### src/rtl/regfile_mp_pkg.sv
// Shared constants and FSM encoding for the multi-port register file.
package regfile_mp_pkg;

  localparam int unsigned DefXlen  = 32;
  localparam int unsigned DefNregs = 32;
  localparam int unsigned DefNrd   = 2;
  localparam int unsigned DefNwr   = 2;
  localparam int unsigned DefSpIdx = 2;
  localparam logic [31:0] DefSpInit = 32'h0200_0000;

  typedef enum logic {
    RfInit  = 1'b0,
    RfReady = 1'b1
  } rf_state_e;

endpackage

### src/rtl/regfile_mp_scoreboard.sv
// Per-register pending-write bits; an issue on the same edge as a write-back wins.
module regfile_mp_scoreboard #(
  parameter int unsigned NREGS = 32,
  parameter int unsigned NWR   = 2,
  parameter int unsigned AW    = $clog2(NREGS)
) (
  input  logic              clk_i,
  input  logic              rst_ni,
  input  logic              ready_i,
  input  logic              issue_vld_i,
  input  logic [AW-1:0]     issue_rd_i,
  input  logic [NWR-1:0]    we_i,
  input  logic [NWR*AW-1:0] wr_addr_i,
  output logic [NREGS-1:0]  busy_o
);

  logic [NREGS-1:0] busy_d, busy_q;

  always_comb begin
    busy_d = busy_q;
    if (ready_i) begin
      for (int p = 0; p < NWR; p++) begin
        if (we_i[p]) busy_d[wr_addr_i[p*AW +: AW]] = 1'b0;
      end
      if (issue_vld_i) busy_d[issue_rd_i] = 1'b1;
    end
    busy_d[0] = 1'b0;
  end

  always_ff @(posedge clk_i) begin
    if (!rst_ni) busy_q <= '0;
    else         busy_q <= busy_d;
  end

  assign busy_o = busy_q;

endmodule

### src/rtl/regfile_mp.sv
// Multi-port register file: NRD async reads with write forwarding, NWR sync writes, init sweep.
// Optional scoreboard enabled by defining REGFILE_SCOREBOARD_EN.
module regfile_mp
  import regfile_mp_pkg::*;
#(
  parameter int unsigned      XLEN    = DefXlen,
  parameter int unsigned      NREGS   = DefNregs,
  parameter int unsigned      NRD     = DefNrd,
  parameter int unsigned      NWR     = DefNwr,
  parameter int unsigned      SP_IDX  = DefSpIdx,
  parameter logic [XLEN-1:0]  SP_INIT = XLEN'(DefSpInit),
  localparam int unsigned     AW      = $clog2(NREGS)
) (
  input  logic                clk,
  input  logic                rst_n,
  input  logic [NRD*AW-1:0]   rd_addr,
  output logic [NRD*XLEN-1:0] rd_data,
  input  logic [NWR-1:0]      we,
  input  logic [NWR*AW-1:0]   wr_addr,
  input  logic [NWR*XLEN-1:0] wr_data,
  output logic                init_done,
  input  logic                issue_vld,
  input  logic [AW-1:0]       issue_rd,
  output logic [NREGS-1:0]    busy
);

  rf_state_e       state_q;
  logic [AW:0]     idx_q;
  logic            init_done_q;
  logic [XLEN-1:0] regs_q [NREGS];
  logic            ready;

  assign ready     = (state_q == RfReady);
  assign init_done = init_done_q;

  always_ff @(posedge clk) begin
    if (!rst_n) begin
      state_q     <= RfInit;
      idx_q       <= '0;
      init_done_q <= 1'b0;
    end else begin
      unique case (state_q)
        RfInit: begin
          idx_q <= idx_q + 1'b1;
          if (idx_q == (AW+1)'(NREGS - 1)) begin
            state_q     <= RfReady;
            init_done_q <= 1'b1;
          end
        end
        RfReady: begin
        end
        default: state_q <= RfInit;
      endcase
    end
  end

  // No reset on the array itself so it can map to LUTRAM; the sweep initialises it.
  always_ff @(posedge clk) begin
    if (rst_n) begin
      if (state_q == RfInit) begin
        regs_q[idx_q[AW-1:0]] <= (idx_q[AW-1:0] == AW'(SP_IDX)) ? SP_INIT : '0;
      end else begin
        // Later ports overwrite earlier ones, so the youngest write wins.
        for (int p = 0; p < NWR; p++) begin
          if (we[p] && wr_addr[p*AW +: AW] != '0) begin
            regs_q[wr_addr[p*AW +: AW]] <= wr_data[p*XLEN +: XLEN];
          end
        end
      end
    end
  end

  for (genvar k = 0; k < NRD; k++) begin : g_rd
    logic [AW-1:0]   ra;
    logic [XLEN-1:0] fwd;

    assign ra = rd_addr[k*AW +: AW];

    always_comb begin
      fwd = regs_q[ra];
      for (int p = 0; p < NWR; p++) begin
        if (we[p] && wr_addr[p*AW +: AW] == ra) fwd = wr_data[p*XLEN +: XLEN];
      end
    end

    assign rd_data[k*XLEN +: XLEN] = (ready && ra != '0) ? fwd : '0;
  end

`ifdef REGFILE_SCOREBOARD_EN
  regfile_mp_scoreboard #(
    .NREGS (NREGS),
    .NWR   (NWR),
    .AW    (AW)
  ) u_scoreboard (
    .clk_i       (clk),
    .rst_ni      (rst_n),
    .ready_i     (ready),
    .issue_vld_i (issue_vld),
    .issue_rd_i  (issue_rd),
    .we_i        (we),
    .wr_addr_i   (wr_addr),
    .busy_o      (busy)
  );
`else
  logic unused_issue;
  assign unused_issue = ^{issue_vld, issue_rd};
  assign busy         = '0;
`endif

endmodule

### config.mk
export PLATFORM = sky130hd
export DESIGN_NAME = regfile_mp
export DESIGN_NICKNAME = d
export VERILOG_FILES = /design/src/rtl/regfile_mp_pkg.sv /design/src/rtl/regfile_mp_scoreboard.sv /design/src/rtl/regfile_mp.sv
export SDC_FILE = /design/constraint.sdc
export NUM_CORES = 2
export LEC_CHECK = 0
export BUFFER_PORTS_ARGS = -buffer_cell sky130_fd_sc_hd__buf_2
export CAP_MARGIN = 20
export CORE_MARGIN = 2
export CORE_UTILIZATION = 65
export CTS_CLUSTER_DIAMETER = 60
export DETAILED_ROUTE_END_ITERATION = 8
export PLACE_DENSITY_LB_ADDON = 0.1
export SETUP_SLACK_MARGIN = 0.5
export SLEW_MARGIN = 20
export SYNTH_ARGS = -nofsm -noshare
export SYNTH_HDL_FRONTEND = slang
export SYNTH_SLANG_ARGS = --single-unit
### constraint.sdc
create_clock -name clk -period 7.18 [get_ports clk]
set_input_delay 0.718 -clock clk [delete_from_list [all_inputs] [get_ports clk]]
set_output_delay 0.718 -clock clk [all_outputs]
set_load 0.01 [all_outputs]
==> reports/summary.txt <==
Status - complete, no violations
Core area - 93000 um2
Post-synthesis mux area share - 19.4%
Fmax - 192 MHz
Hold_ws - 0.424 ns
Worst reg2reg setup slack - 2.74 ns
Initial antenna violation count - 5
Post-synth ARST share - 0%
Area Overhead vs Synth - 7.33%
Kind of critical path - in -> out
Antenna-violating nets left - 0
Worst-path clk slew - 0.05 ns
Commonest register cell after synthesis - edfxtp_1
Peak supply drop - 0.000223 V
RSZ-0062 raised after global routing - no
Clock latency on the worst-skew pair - 0.72 ns
EDFF count, synth - 1024
Critical path capture point type - primary output
Slowest CP cell - nor2b_4
Adder-Cell Fraction of Synth Area - 0.0412%
Final setup violation count - 0
MaxCap Viol Count - 0
CP required - 6.46 ns
WP buf/inv - 4
Die area - 96000 um2
Final WS setup - 1.97 ns
Initial Utilization - 65.3%
Port bufs - 152
Startpoint Class - input pin
CP max stage delay - 0.69 ns
Delay-heaviest family, CP - buffers and inverters
Hold/Removal Path Class - in -> reg
Post-layout util - 70.1%
Leakage Power - 23.2 nW
FF-to-FF End - regs_q[16][4]
Die height - 310 um
Simple-Gate Fraction of Synth Area - 8.29%
Syn Area/Cell - 11.2 um2
Inserted Clock Buffers - 111
Largest net degree at the start of global routing - 124
CTS tree - done
Setup TNS - 0 ns
Root Buffer - clkbuf_16
Post-CTS Setup Inserts - 0
Gr usage total - 44.6%
Reg2reg start - ready
DP HPWL - 117000 um
Worst-case clock skew - 0.0343 ns
Worst hold path stage count - 2
Power Density - 203 nW/um2
Global route total overflow - 0
Boundary Pins - 191
Mapped Cells - 5420
Pre-CTS WS - 2.24 ns
Placed inst area - 61700 um2
Maximum root-to-sink buffer count - 3
Die X - 310 um
Min cycle time layout - 5.21 ns
First-pass GRT wire length - 303000 um
Vias/cell - 7.44
Final number of hold-violating endpoints - 0
Routability Congestion - 0.875
Mean routed wirelength per cell - 33.1 um
Final Cell Area - 65300 um2
Hold path startpoint - rst_n
Most numerous cell on the critical path - buf_4
Vias - 48.2k
Initial DRC Count - 8603
Layout cells sized above 1 - 16.8%
Fill count - 6650
DRC Markers - 0
Drt first pass iters - 6
Vias in the first global route - 45.6k
Reg2reg path depth - 6
Main combinational cell family by area after synthesis - multiplexers
Sink Count - 1032
Worst-path maximum fanout - 25
Htree depth - 3
# rows - 112
Worst slew pin tran - 1.22 ns
Post-synthesis compound-gate area fraction - 15.4%
Max-slew violation count - 0
Period Utilization, post-route - 72.6%
Post-synthesis sequential area ratio - 50.8%
Worst Path Arrival - 4.49 ns
Crit-path cells - buf_4 > buf_4 > xor2_1 > nor4_1 > and3_1 > nor2b_4 > buf_4 > a22oi_1 > o21ai_1 > buf_2
Hold buffers post-CTS - 0
Synthesized area - 60800 um2
Xor/xnor cell area share of the yosys netlist - 0.346%
Yosys warnings - 0
Fin nets - 5224
Synth unique cells - 57
Synth Register Bits - 1032
Hold endpoint - idx_q[0]
Worst rel slew slack - 18.3%
WL final - 214000 um
Resized cells post-CTS - 0
==> sequential cells by signal, indices dropped and copies added (netlist names) <==
name and flops:
idx_q 6, init_done 1, ready 1, regs_q 1024
==> power by group <==
group          switching (mW)  internal [mW]  leakage, nW
registers              0.0168           6.57         11.1
clock network            2.45           3.18         1.70
logic                   0.690          0.350         10.3
total                    3.16           10.1         23.2
==> placed cells by master, fill, tap and decap left out, types with 6 or more instances in the layout <==
cell / count
nand2_1: 1143
edfxtp_1: 1024
o21ai_0: 924
mux2i_1: 374
mux4_2: 358
o221ai_1: 189
buf_2: 143
clkbuf_16: 112
buf_4: 98
a21oi_1: 97
o22ai_1: 93
o21ai_1: 74
a22oi_1: 64
clkinv_1: 57
nor2_1: 50
inv_1: 35
nor2_4: 34
o21ai_4: 32
a211oi_1: 32
conb_1: 32
a211o_1: 31
o221ai_2: 28
clkbuf_1: 28
clkinv_2: 19
xor2_1: 16
nand3_1: 9
nor2b_1: 9
bufinv_16: 9
xnor2_1: 8
dfxtp_1: 8
buf_12: 8
and2_1: 7
nor4_1: 6
==> cells in the mapped netlist (2+ instances only) <==
master | n | area share [%]
buf_2 | 92 | 0.76
and3_1 | 3 | 0.031
inv_1 | 36 | 0.22
ha_1 | 2 | 0.041
nor3_1 | 3 | 0.025
o21ai_0 | 956 | 7.9
xor2_1 | 16 | 0.23
clkbuf_1 | 480 | 3.0
a21oi_1 | 98 | 0.81
or4_1 | 3 | 0.037
nor4_1 | 6 | 0.062
nor2b_1 | 10 | 0.10
a211oi_1 | 32 | 0.40
nand2_1 | 1145 | 7.1
or2_2 | 2 | 0.021
mux4_2 | 358 | 13
o21a_1 | 3 | 0.037
and2_1 | 7 | 0.072
edfxtp_1 | 1024 | 51
clkinv_1 | 31 | 0.19
xnor2_1 | 8 | 0.12
nor2_2 | 2 | 0.021
o221ai_2 | 28 | 0.69
nor2_1 | 79 | 0.49
buf_1 | 15 | 0.093
nand3b_1 | 2 | 0.025
dfxtp_1 | 8 | 0.26
nor2_4 | 3 | 0.056
a22oi_1 | 64 | 0.79
a211o_1 | 31 | 0.45
buf_4 | 95 | 1.2
nand2b_1 | 7 | 0.072
o21ai_1 | 75 | 0.62
mux2i_1 | 374 | 6.2
o221ai_1 | 189 | 2.7
o22ai_1 | 93 | 0.96
nand3_1 | 9 | 0.074
buf_6 | 11 | 0.20
or3_1 | 2 | 0.021
==> per-layer routing <==
metal | wire length [um] | vias up | global-route usage [%]
met2 | 94500 | 4235 | 66.3
met4 | 18100 | 4 | 32.9
met1 | 69400 | 23000 | 56.5
li1 | - | 19900 | -
met5 | 21 | - | 0
met3 | 32300 | 1011 | 12.1
==> worst max path at each step <==
stage	from	to	slack, ns	depth (start not counted)
3_3_place_gp	rd_addr[7]	rd_data[57]	2.22	10
3_5_place_dp	rd_addr[1]	rd_data[19]	2.24	10
4_1_cts	rd_addr[1]	rd_data[19]	2.23	10
2_1_floorplan	wr_addr[2]	regs_q[5][0]	2.50	9
5_1_grt	rd_addr[1]	rd_data[19]	2.01	10
6_report	rd_addr[1]	rd_data[19]	1.97	10
==> area by class of cell <==
| cell class | instances | area (um2) | area share, % |
|---|---|---|---|
| Clock buffer | 140 | 2910 | 4.46 |
| Multi-Input combinational cell | 3658 | 27300 | 41.8 |
| Sequential cell | 1032 | 30900 | 47.4 |
| Timing Repair Buffer | 257 | 1780 | 2.72 |
| Antenna cell | 4 | 10.0 | 0.0153 |
| Inverter | 68 | 259 | 0.397 |
| Clock inverter | 62 | 564 | 0.865 |
| Tap cell | 1254 | 1570 | 2.40 |
==> kinds of logic after synthesis <==
group,after synthesis
adder cells (fa/ha/maj),2
AO/OA/AOI/OAI,1576
multiplexers,733
XOR/XNOR,24
flip-flops,1032
AND/OR/NAND/NOR,1291
other,1
buffers and inverters,761
==> metrics by stage <==
stage          instances  power [mW]
6_report            6475        13.3
5_1_grt             6471        13.5
4_1_cts             6468        13.2
3_5_place_dp        6266        7.71
3_3_place_gp        6264        7.70
2_1_floorplan       5451        7.43
No activity file was read; power rests on OpenSTA's default activity.
